$ cat config.mk
export PLATFORM = sky130hd
export DESIGN_NAME = seven_seg_scan_ctrl
export DESIGN_NICKNAME = d
export VERILOG_FILES = /design/src/rtl/seven_seg_scan_ctrl.sv
export SDC_FILE = /design/constraint.sdc
export NUM_CORES = 1
export LEC_CHECK = 0
export CORE_MARGIN = 3
export CORE_UTILIZATION = 35
export DETAILED_ROUTE_END_ITERATION = 12
export HOLD_SLACK_MARGIN = 0.12
export RECOVER_POWER = 100
export SYNTH_ARGS = -nofsm -noshare
export SYNTH_HDL_FRONTEND = slang
export SYNTH_SLANG_ARGS = --single-unit
$ cat constraint.sdc
create_clock -name clk -period 2.9 [get_ports clk]
set_clock_uncertainty 0.15 [all_clocks]
set_input_delay 0.435 -clock clk [delete_from_list [all_inputs] [get_ports clk]]
set_output_delay 0.435 -clock clk [all_outputs]
set_load 0.005 [all_outputs]
$ cat src/rtl/seven_seg_scan_ctrl.sv
//==============================================================================
// Module      : seven_seg_scan_ctrl
// Description : Time-multiplexed scan controller for common-cathode 7-segment
//               digits with frame-atomic display update, blanking gap and
//               optional leading-zero suppression.
// Revision    : 1.0 - initial release
//==============================================================================
`timescale 1ns/1ps
`default_nettype none

module seven_seg_scan_ctrl #(
    parameter int NUM_DIGITS   = 4,
    parameter int REFRESH_DIV  = 50000,
    parameter int BLANK_CYCLES = 500
) (
    input  logic                    clk,
    input  logic                    rst,
    input  logic                    load,
    input  logic [4*NUM_DIGITS-1:0] value_in,
    input  logic                    lzs_en,
    output logic [3:0]              dec_value,
    output logic [NUM_DIGITS-1:0]   digit_en,
    output logic                    load_ack,
    output logic                    frame_start
);

    localparam int c_cnt_max = (REFRESH_DIV > BLANK_CYCLES) ? REFRESH_DIV : BLANK_CYCLES;
    localparam int c_cnt_w   = (c_cnt_max > 1) ? $clog2(c_cnt_max) : 1;
    localparam int c_idx_w   = $clog2(NUM_DIGITS);

    localparam logic [c_cnt_w-1:0] c_blank_last = c_cnt_w'(BLANK_CYCLES - 1);
    localparam logic [c_cnt_w-1:0] c_show_last  = c_cnt_w'(REFRESH_DIV - 1);
    localparam logic [c_idx_w-1:0] c_idx_last   = c_idx_w'(NUM_DIGITS - 1);

    localparam logic [0:0] c_st_blank = 1'b0;
    localparam logic [0:0] c_st_show  = 1'b1;

    localparam logic [3:0] c_blank_val = 4'hF;

    logic [0:0]              r_state;
    logic [c_cnt_w-1:0]      r_cnt;
    logic [c_idx_w-1:0]      r_idx;
    logic [4*NUM_DIGITS-1:0] r_disp;
    logic [4*NUM_DIGITS-1:0] r_shadow;
    logic                    r_pending;
    logic [3:0]              r_dec_value;
    logic [NUM_DIGITS-1:0]   r_digit_en;
    logic                    r_load_ack;
    logic                    r_frame_start;

    logic [0:0]              w_state_nxt;
    logic [c_cnt_w-1:0]      w_cnt_nxt;
    logic [c_idx_w-1:0]      w_idx_nxt;
    logic                    w_wrap;
    logic [3:0]              w_cur_digit;
    logic                    w_upper_zero;
    logic                    w_suppress;
    logic [3:0]              w_dec_nxt;
    logic [NUM_DIGITS-1:0]   w_en_nxt;

    // Phase sequencing: BLANK -> SHOW -> BLANK (next digit)
    always_comb begin
        w_state_nxt = r_state;
        w_cnt_nxt   = r_cnt + 1'b1;
        w_idx_nxt   = r_idx;
        w_wrap      = 1'b0;
        if (r_state == c_st_blank) begin
            if (r_cnt == c_blank_last) begin
                w_state_nxt = c_st_show;
                w_cnt_nxt   = '0;
            end
        end else begin
            if (r_cnt == c_show_last) begin
                w_state_nxt = c_st_blank;
                w_cnt_nxt   = '0;
                if (r_idx == c_idx_last) begin
                    w_idx_nxt = '0;
                    w_wrap    = 1'b1;
                end else begin
                    w_idx_nxt = r_idx + 1'b1;
                end
            end
        end
    end

    // Outputs are computed from the next state so they line up with it once registered
    always_comb begin
        w_cur_digit  = 4'h0;
        w_upper_zero = 1'b1;
        w_en_nxt     = '0;
        for (int k = 0; k < NUM_DIGITS; k++) begin
            if (k == int'(w_idx_nxt)) begin
                w_cur_digit = r_disp[4*k +: 4];
                w_en_nxt[k] = 1'b1;
            end
            if ((k >= int'(w_idx_nxt)) && (r_disp[4*k +: 4] != 4'h0)) begin
                w_upper_zero = 1'b0;
            end
        end
        w_suppress = lzs_en && (w_idx_nxt != '0) && w_upper_zero;
        w_dec_nxt  = w_cur_digit;
        if ((w_state_nxt == c_st_blank) || w_suppress) begin
            w_en_nxt  = '0;
            w_dec_nxt = c_blank_val;
        end
    end

    always_ff @(posedge clk) begin
        if (rst) begin
            r_state       <= c_st_blank;
            r_cnt         <= '0;
            r_idx         <= '0;
            r_disp        <= '0;
            r_shadow      <= '0;
            r_pending     <= 1'b0;
            r_dec_value   <= c_blank_val;
            r_digit_en    <= '0;
            r_load_ack    <= 1'b0;
            r_frame_start <= 1'b1;
        end else begin
            r_state       <= w_state_nxt;
            r_cnt         <= w_cnt_nxt;
            r_idx         <= w_idx_nxt;
            r_dec_value   <= w_dec_nxt;
            r_digit_en    <= w_en_nxt;
            r_frame_start <= w_wrap;
            r_load_ack    <= w_wrap && r_pending;
            if (w_wrap && r_pending) begin
                r_disp    <= r_shadow;
                r_pending <= 1'b0;
            end
            // A load coinciding with a commit lands in the shadow and stays pending
            if (load) begin
                r_shadow  <= value_in;
                r_pending <= 1'b1;
            end
        end
    end

    assign dec_value   = r_dec_value;
    assign digit_en    = r_digit_en;
    assign load_ack    = r_load_ack;
    assign frame_start = r_frame_start;

endmodule

`default_nettype wire

Word-level counts from Yosys, hierarchy flattened
Cells that the tools add are included.
{"block": "word_totals", "regBits": 62, "latchBits": 0, "mem_bits_rw": 0, "rom_bits": 0, "input_bits": 20, "out_inout_bits": 10, "elab_cells": 63, "mem_count": 0}
{"block": "classes", "add_sub_neg": 2, "multipliers": 0, "div": 0, "magnitude_cmp": 3, "eq_ne": 6, "n_shift": 0, "n_mux": 26, "n_bitwise": 1, "reduce_logical": 15}
{"operator": "$mux 16", "n": 3}
{"operator": "$add 16x1->16 const B", "n": 1}
{"operator": "$eq 16x16->1 const B", "n": 1}
{"operator": "$eq 16x9->1 const B", "n": 1}
{"operator": "$mux 1", "n": 16}
{"operator": "$mux 4", "n": 4}
{"operator": "$reduce_bool 4->1", "n": 4}
{"operator": "$logic_and 1x1->1", "n": 6}
{"operator": "$mux 2", "n": 3}
{"operator": "$eq 2x2->1 const A", "n": 2}
{"operator": "$ge 1x2->1 const A", "n": 2}
{"operator": "$reduce_bool 2->1", "n": 2}
{"operator": "$add 2x1->2 const B", "n": 1}
{"operator": "$eq 1x2->1 const A", "n": 1}
{"operator": "$eq 2x2->1 const B", "n": 1}
{"operator": "$ge 2x2->1 const A", "n": 1}
{"operator": "$logic_not 2->1", "n": 1}
{"operator": "$reduce_or 2->1", "n": 1}
{"operator": "$logic_or 1x1->1", "n": 1}
{"operator": "$not 1->1", "n": 1}

Logic depth before layout (Yosys ltp)
Gate-level depths: netlist (run 1).
{"block": "logic_depth", "depth_word": 13, "depth_mapped": 9, "mapped_depth_nobuf": 7}

Worst setup path after synthesis (run 1)
OpenSTA, ideal clock, no wires.
{"block": "synth_path", "path_type": "register to register", "from": "reg r_cnt[11]", "to": "reg r_dec_value[0] (netlist: dec_value[0])", "setup_ps": 137, "t_arrival_ps": 2062, "required_ps": 2613, "slack_ps": 551, "stages_incl_launch_ff": 8, "n_path_buf": 1, "synth_period_minus_slack_ps": 2349, "path_cell_list": "dfxtp_1 or4_4 nor3_2 and2_1 buf_2 mux2i_1 o211a_1 o21ai_0"}
{"block": "synth_via", "elab_chain_len": 12, "elab_cells_between_ends": 31, "classes_between": "order compare (3); eq/ne (5); mux (13); bitwise (1); reduce/logical (9)"}
{"element": "from (decl)", "line": "41", "rtl": "logic [c_cnt_w-1:0] r_cnt;"}
{"element": "from (signal assigned)", "line": "122", "rtl": "r_cnt <= w_cnt_nxt;"}
{"element": "$eq 16x16->1", "line": "73", "rtl": "if (r_cnt == c_show_last) begin"}
{"element": "$mux 2", "line": "73"}
{"element": "$mux 2", "line": "67", "rtl": "if (r_state == c_st_blank) begin"}
{"element": "$ge 1x2->1", "line": "96", "rtl": "if ((k >= int'(w_idx_nxt)) && (r_disp[4*k +: 4] != 4'h0)) begin"}
{"element": "$logic_and 1x1->1", "line": "96"}
{"element": "$mux 1 (4 in a row)", "line": "96"}
{"element": "$logic_and 1x1->1", "line": "100", "rtl": "w_suppress = lzs_en && (w_idx_nxt != '0) && w_upper_zero;"}
{"element": "$logic_or 1x1->1", "line": "102", "rtl": "if ((w_state_nxt == c_st_blank) || w_suppress) begin"}
{"element": "$reduce_or 2->1 (no source line)"}
{"element": "to (signal assigned)", "line": "116", "rtl": "r_dec_value <= c_blank_val;"}
{"element": "to (signal assigned)", "line": "124", "rtl": "r_dec_value <= w_dec_nxt;"}
{"element": "to (decl)", "line": "46", "rtl": "logic [3:0] r_dec_value;"}
Several ways; a longest one is shown, not always the timed one.
A chain may end at the register's enable or synchronous reset.

Worst setup path in the final report (run 1)
{"block": "layout_path", "from": "reg r_cnt[0]", "to": "reg r_dec_value[3] (netlist: dec_value[3])"}
The elaborated chain is that of the path after synthesis.

==> flow_summary.ini, run 1 <==
[timing]
drv_slew = 0
min_period_ns = 2.57
rsz0062_at_grt = no
setup_viol = 0
fin_crit_sh = 0.886
tightest_slew_ns = 1.21
hold_viol_final = 0
setup_tns_ns = 0
clock.fmax_mhz = 389
maxSlewHeadroom = 0.196

[setup_path]
critPathRequiredTime_ns = 2.94
timing.rr.start = r_cnt[0]
end_kind = flip-flop
r2r_slack_ns = 0.33
r2r-end = dec_value[3]
cp.arrival_ns = 2.61
crit_type = flip-flop to flip-flop
start_kind = flip-flop
reg2regPathDepth = 6
timing.critical_path.fanout_max = 6

[worst_hold_path]
holdCritStartpoint = r_disp[0]
holdPathStages = 2
min_to = r_disp[0]
hp-class = flip-flop to flip-flop

[floorplanning]
initial_utilization = 0.365
ios = 30
dieArea_um2 = 8220
coreArea_um2 = 6870
rows = 30
die_h_um = 90.6
die_w_um = 90.6

[clock_tree]
cts_root_buf = clkbuf_8
holdBufCountCts = 0
cts.clk_slew.worst_paths_ns = 0.07
insertion_delay_ns = 0.33
cts_setup_buffers = 0
numCtsBuffers = 9
clockBufferDepth = 2
htree_levels = 3
cts_resized = 0
cts.sinks = 62
cts_tree = yes

[global_route]
grt_pass1_vias = 1837
grt_usage = 0.131
grt_antenna_before_repair = 0
grt_max_degree = 21
grt_overflow_total = 0
grt_first_pass_wirelength_um = 8580

[yosys]
postSynthAreaPerCell_um2 = 8.80
syn_nets = 307
yosys-top-cells-area = dfxtp_1, nor2_1, mux2i_1
yosysUniqueCellTypes = 33
yosys.area.top_type = dfxtp_1
yosys_register_bits = 62
synth-edff-count = 0
yosysWarnings = 0
syn-instance-count = 285
synthMostInstantiatedCell = dfxtp_1
ys.flop_type = dfxtp_1
synth_area_um2 = 2510
synth.top_cell.area_share = 0.495
async_flop_share = 0
synth_commonest_cells = dfxtp_1, nor2_1, nand2_1, a21oi_1, mux2i_1
yosysSeqAreaShare = 0.495

[power_and_ir_drop]
powerDensity_nw_per_um2 = 533
vdd_drop_max_v = 0.000211
power.leakage_nw = 1.14
finalPower_mw = 1.61

[final_layout]
fin_nets = 339
diodes = 0
drive_gt1_frac = 0.0654
area_growth_pct = 20.8
fin_util = 0.441

[drt]
drt_iter0_drc = 94
firstDrtPassIters = 4
vias_per_cell = 4.64
routed_wl_um = 4950
wl_per_cell_um = 11.9
via_count = 1934
drcViolationCount = 0
ant_nets = 0

[flow_run]
drv_cap = 0

[outcome]
status = completed

[placed_design]
gp_congestion = 0.868
hpwl_um = 3470
numPortBuffers = 29
## routing by layer
metal | global-route usage | vias up | part of all wire
li1 | - | 1017 | -
met1 | 0.182 | 861 | 0.53
met2 | 0.177 | 46 | 0.40
met3 | 0.0333 | 10 | 0.046
met4 | 0.0880 | 0 | 0.024
met5 | 0 | - | 0
## how the worst max path moves through the flow
stage | from | to | slack [ns] | depth (start not counted)
final | r_cnt[0] | dec_value[3] | 0.33 | 6
after global routing | r_cnt[8] | dec_value[0] | 0.13 | 6
after CTS | r_cnt[11] | dec_value[3] | 0.41 | 6
after floorplan | r_cnt[11] | dec_value[0] | 0.55 | 7
after detailed placement | r_cnt[11] | dec_value[3] | 0.42 | 6
after global placement | r_cnt[11] | dec_value[3] | 0.48 | 6
## stage by stage
stage	setup slack, ns	hold WS [ns]	instances	instance area [um2]
after floorplan	0.551	0.280	285	2510
after CTS	0.408	0.304	417	3060
after detailed placement	0.422	0.297	402	2900
after global routing	0.133	0.334	417	3030
after global placement	0.476	0.293	402	2900
final	0.332	0.300	417	3030
## cell usage in the layout, fill, tap and decap left out, types with 9 or more instances in the layout
cell type        instances
inv_1                   12
dfxtp_1                 62
nand3_1                  9
dlygate4sd3_1           11
mux2i_1                 17
nand2_1                 41
a21oi_1                 17
o21ai_0                 14
nor2_1                  47
clkbuf_8                11
clkdlybuf4s50_1         18
## area by class of cell
class	instances	area (um2)
Inverter	12	45.0
Clock buffer	14	163
Sequential cell	62	1240
Tap cell	96	120
Timing Repair Buffer	34	318
Multi-Input combinational cell	198	1140
Clock inverter	1	5.00
Fill cell	698	3840
## cell families after synthesis
| kind of cell | count (synthesis) | synth area share |
|---|---|---|
| compound gates | 42 | 0.105 |
| xor+xnor | 14 | 0.0489 |
| fa+ha+maj | 2 | 0.00998 |
| buf+inv | 25 | 0.0419 |
| flops | 62 | 0.495 |
| mux | 18 | 0.0724 |
| simple gates | 122 | 0.227 |
## power by group
group,total (mW),internal [mW],switching (mW)
Combinational,0.0774,0.0447,0.0327
Sequential,0.882,0.871,0.0114
Clock,0.654,0.352,0.302
Total,1.61,1.27,0.347
## worst max-delay path: stages, from the launching register on
cell and delay (ns):
dfxtp_1 0.37, ha_1 0.22, or4bb_1 0.48, or4_1 0.43, nor2b_1 0.17, nor4_2 0.43, o21ai_0 0.17
## flip-flops by register name, summed over array words and instances (netlist names)
name,cells
load_ack,1
r_cnt,16
r_state,1
frame_start,1
r_idx,2
r_pending,1
dec_value,4
r_disp,16
r_shadow,16
digit_en,4
Note: power is estimated with default switching activity, not from simulation.
==> run 2: changes to the inputs <==
--- a/config.mk
+++ b/config.mk
@@ -9,6 +9,7 @@
 export CORE_UTILIZATION = 35
 export DETAILED_ROUTE_END_ITERATION = 12
 export HOLD_SLACK_MARGIN = 0.12
+export MAX_ROUTING_LAYER = met4
 export RECOVER_POWER = 100
 export SYNTH_ARGS = -nofsm -noshare
 export SYNTH_HDL_FRONTEND = slang
==> constraint.sdc (replaced) <==
create_clock -name clk -period 3.1 [get_ports clk]
set_clock_uncertainty 0.15 [all_clocks]
set_input_delay 0.465 -clock clk [delete_from_list [all_inputs] [get_ports clk]]
set_output_delay 0.465 -clock clk [all_outputs]
set_load 0.005 [all_outputs]
==> flow_summary.ini, run 2 (synthesized netlist as in run 1, its figures left out) <==
[outcome]
status = completed

[worst_hold_path]
hp-class = flip-flop to flip-flop

[setup_path]
start_kind = flip-flop
timing.critical_path.fanout_max = 7
cp_slowest_cell = or4_4
crit_type = flip-flop to flip-flop
cpPeakStageDelay_ns = 0.55
cp.arrival_ns = 2.75
end_kind = flip-flop
critPathRequiredTime_ns = 3.13
path_cells = or4_4 -> nor3_1 -> and2_1 -> mux2i_1 -> o211a_1 -> o21ai_0

[final_layout]
diodes = 0
reg_top3 = r_cnt (16), r_disp (16), r_shadow (16)
seq_area_um2 = 1240
fin_nets = 336
fin_util = 0.443
drive_gt1_frac = 0.0690
fin_area_um2 = 3040
final_common_cell = dfxtp_1
final_cell_mix = dfxtp_1, nor2_1, nand2_1
stdcell_count = 415
area_growth_pct = 21.4
nFillCells = 704
multiInputGateArea_um2 = 1140

[drt]
vias_per_cell = 4.62
via_count = 1916
routed_wl_um = 4820
drcViolationCount = 0
wl_per_cell_um = 11.6
firstDrtPassIters = 4
ant_nets = 0
drt_iter0_drc = 81

[power_and_ir_drop]
power.leakage_nw = 1.15
powerDensity_nw_per_um2 = 524
vdd_drop_max_v = 0.000168

[clock_tree]
cts_root_buf = clkbuf_8
numCtsBuffers = 9
insertion_delay_ns = 0.33
cts_setup_buffers = 0
cts.clk_slew.worst_paths_ns = 0.07
holdBufCountCts = 0
cts_resized = 0
cts_tree = yes
cts.sinks = 62
htree_levels = 3
clockBufferDepth = 2

[timing]
rsz0062_at_grt = no
drv_slew = 0
clock.fmax_mhz = 367
holdWs_ns = 0.306
setup_tns_ns = 0
setup_viol = 0
min_period_ns = 2.72
hold_viol_final = 0
maxSlewHeadroom = 0.0150
tightest_slew_ns = 1.48
fin_crit_sh = 0.879

[floorplanning]
coreArea_um2 = 6870
die_h_um = 90.6
rows = 30
die_w_um = 90.6
dieArea_um2 = 8220
initial_utilization = 0.365
ios = 30

[placed_design]
dp.cells = 399
gp_congestion = 0.833
postPlaceCellArea_um2 = 2870
numPortBuffers = 29
hpwl_um = 3420

[flow_run]
drv_cap = 0

[global_route]
grt_usage = 0.130
grt_max_degree = 36
grt_pass1_vias = 1856
grt_overflow_total = 0
grt_first_pass_wirelength_um = 8310
grt_antenna_before_repair = 0
==> run 2: changes by cell type in the layout (fill, tap and decap cells not counted), moves of 2 or more <==
cell / before / now
and2_0: 2 / 0
clkinv_2: 1 / 3
and2_1: 0 / 2
clkbuf_1: 5 / 2
==> run 2: metal layers <==
| metal | track usage | up-vias | share of wire |
|---|---|---|---|
| met5 | - | - | 0 |
| met4 | 0.0651 | 0 | 0.018 |
| met3 | 0.0375 | 9 | 0.039 |
| met2 | 0.183 | 32 | 0.42 |
| met1 | 0.169 | 865 | 0.52 |
| li1 | - | 1010 | - |
==> run 2: cell type report <==
class                      count  area share
clock buffer                  12      0.0510
clock inverter                 4      0.0148
inverter                      12      0.0148
multi-input combinational    198       0.373
sequential                    62       0.408
tap                           96      0.0395
timing repair buffer          31      0.0991
==> run 2: power breakdown <==
group | leakage (nW) | total, mW | internal, mW | switching, mW
clock network | 0.106 | 0.701 | 0.411 | 0.290
logic | 0.543 | 0.0705 | 0.0404 | 0.0301
registers | 0.504 | 0.825 | 0.814 | 0.0106
==> run 2: critical path: cells and delay by family (launching register included) <==
| kind | cells | cell delay (ns) |
|---|---|---|
| AND/OR/NAND/NOR | 3 | 1.23 |
| flip-flops | 1 | 0.35 |
| AO/OA/AOI/OAI | 2 | 0.31 |
| multiplexers | 1 | 0.55 |
==> run 2: worst paths after layout <==
path	startpoint	depth (start not counted)	slack, ns	to
worst max-delay path	r_cnt[11]	6	0.38	dec_value[1]
worst min-delay path	r_shadow[0]	2	0.31	r_disp[0]
worst max register to register	r_cnt[11]	6	0.38	dec_value[1]
worst min register to register	r_shadow[0]	2	0.31	r_disp[0]
==> run 2: metrics by stage <==
stage / worst slack (ns) / power (mW)
6_report: 0.375 / 1.60
5_1_grt: 0.165 / 1.66
4_1_cts: 0.445 / 1.62
3_5_place_dp: 0.442 / 0.916
3_3_place_gp: 0.513 / 0.914
2_1_floorplan: 0.751 / 0.879
==> run 3: changes to the inputs <==
--- a/config.mk
+++ b/config.mk
@@ -5,12 +5,17 @@
 export SDC_FILE = /design/constraint.sdc
 export NUM_CORES = 1
 export LEC_CHECK = 0
+export CELL_PAD_IN_SITES_DETAIL_PLACEMENT = 1
+export CELL_PAD_IN_SITES_GLOBAL_PLACEMENT = 1
 export CORE_MARGIN = 3
 export CORE_UTILIZATION = 35
 export DETAILED_ROUTE_END_ITERATION = 12
+export GPL_TIMING_DRIVEN = 0
 export HOLD_SLACK_MARGIN = 0.12
 export MAX_ROUTING_LAYER = met4
+export PLACE_DENSITY_LB_ADDON = 0.1
 export RECOVER_POWER = 100
 export SYNTH_ARGS = -nofsm -noshare
 export SYNTH_HDL_FRONTEND = slang
 export SYNTH_SLANG_ARGS = --single-unit
+export TNS_END_PERCENT = 5
==> flow_summary.ini, run 3 (synthesized netlist as in run 1, its figures left out) <==
[floorplanning]
ios = 30
rows = 30
die_w_um = 90.6
dieArea_um2 = 8220
initial_utilization = 0.365
coreArea_um2 = 6870
die_h_um = 90.6

[setup_path]
start_kind = flip-flop
crit_type = flip-flop to flip-flop
end_kind = flip-flop
timing.critical_path.fanout_max = 7
cp.arrival_ns = 2.83
critPathRequiredTime_ns = 3.12

[drt]
wl_per_cell_um = 13.0
routed.top_layer = met4
wl_met3_um = 197
firstDrtPassIters = 4
drcViolationCount = 0
routed_wl_um = 5540
wl_met2_um = 2280
drt_iter0_drc = 42
ant_nets = 0
via_count = 2018
wl_met1_um = 2960
vias_per_cell = 4.75

[placed_design]
numPortBuffers = 28
dp.cells = 409
gp_congestion = 0.762
hpwl_um = 4140
dpl_worst_slack_ns = 0.302

[clock_tree]
numCtsBuffers = 9
cts_setup_buffers = 0
insertion_delay_ns = 0.34
cts_resized = 0
cts.clk_slew.worst_paths_ns = 0.07
cts.sinks = 62
cts_tree = yes
htree_levels = 3
holdBufCountCts = 0
clockBufferDepth = 2
cts_root_buf = clkbuf_8

[power_and_ir_drop]
vdd_drop_max_v = 0.000224
powerDensity_nw_per_um2 = 496
power.leakage_nw = 1.14
finalPower_mw = 1.52

[global_route]
grt_max_degree = 12
grt_first_pass_wirelength_um = 9610
grt_usage = 0.152
grt_pass1_vias = 2051
grt_overflow_total = 0
grt_antenna_before_repair = 0

[flow_run]
drv_cap = 0

[timing]
maxSlewHeadroom = 0.550
drv_slew = 0
min_period_ns = 2.81
hold_viol_final = 0
setup_viol = 0
rsz0062_at_grt = no
setup_tns_ns = 0
clock.fmax_mhz = 356
fin_crit_sh = 0.906
tightest_slew_ns = 0.657
layout_setup_ws_ns = 0.292
holdWs_ns = 0.305

[final_layout]
diodes = 0
final_cell_mix = dfxtp_1, nor2_1, nand2_1
nFillCells = 825
area_growth_pct = 22.1
seq_area_um2 = 1240
reg_top3 = r_cnt (16), r_disp (16), r_shadow (16)
multiInputGateArea_um2 = 1140
final_common_cell = dfxtp_1
stdcell_count = 425
drive_gt1_frac = 0.0760
fin_nets = 346

[outcome]
status = completed

[worst_hold_path]
hp-class = flip-flop to flip-flop
run 3: cell count changes in the layout (fill, tap and decap cells not counted), sizes merged:
cell / previous run / this run
clkbuf: 13 / 21
clkinvlp: 0 / 3
buf: 1 / 2
bufinv: 1 / 0
clkdlybuf4s50: 18 / 17
run 3: path summary, 6_finish.rpt:
check | start | endpoint | slack [ns] | depth (start not counted)
min | r_disp[0] | r_disp[0] | 0.31 | 2
max | r_cnt[11] | dec_value[1] | 0.29 | 7
max reg2reg | r_cnt[11] | dec_value[1] | 0.29 | 7
min reg2reg | r_disp[0] | r_disp[0] | 0.31 | 2
run 3: stage by stage:
step	utilization	instance area (um2)
floorplan	-	2510
global placement	0.423	2910
detailed placement	0.423	2910
CTS	0.449	3080
global route	0.446	3060
finish	0.446	3060
run 3: cell type report:
| class | instances | share of cell area |
|---|---|---|
| inverter | 12 | 0.0147 |
| multi-input combinational | 198 | 0.373 |
| clock buffer | 10 | 0.0450 |
| sequential | 62 | 0.406 |
| buffer | 13 | 0.0188 |
| clock inverter | 6 | 0.0123 |
| timing repair buffer | 28 | 0.0916 |
| tap | 96 | 0.0392 |
run 3: power breakdown:
| group | switching (mW) | internal (mW) |
|---|---|---|
| Clock | 0.315 | 0.307 |
| Sequential | 0.0107 | 0.814 |
| Combinational | 0.0323 | 0.0399 |
run 3: layer usage:
| layer | vias to the layer above | track usage |
|---|---|---|
| met5 | - | - |
| met1 | 942 | 0.195 |
| li1 | 1034 | - |
| met2 | 30 | 0.221 |
| met3 | 12 | 0.0400 |
| met4 | 0 | 0.0727 |
run 3: worst max-delay path, stage by stage, from the launching register on:
cell	delay, ns
dfxtp_1	0.35
or4_4	0.57
nor3_2	0.26
and2_0	0.16
buf_2	0.20
mux2i_1	0.60
o211a_1	0.25
o21ai_0	0.09
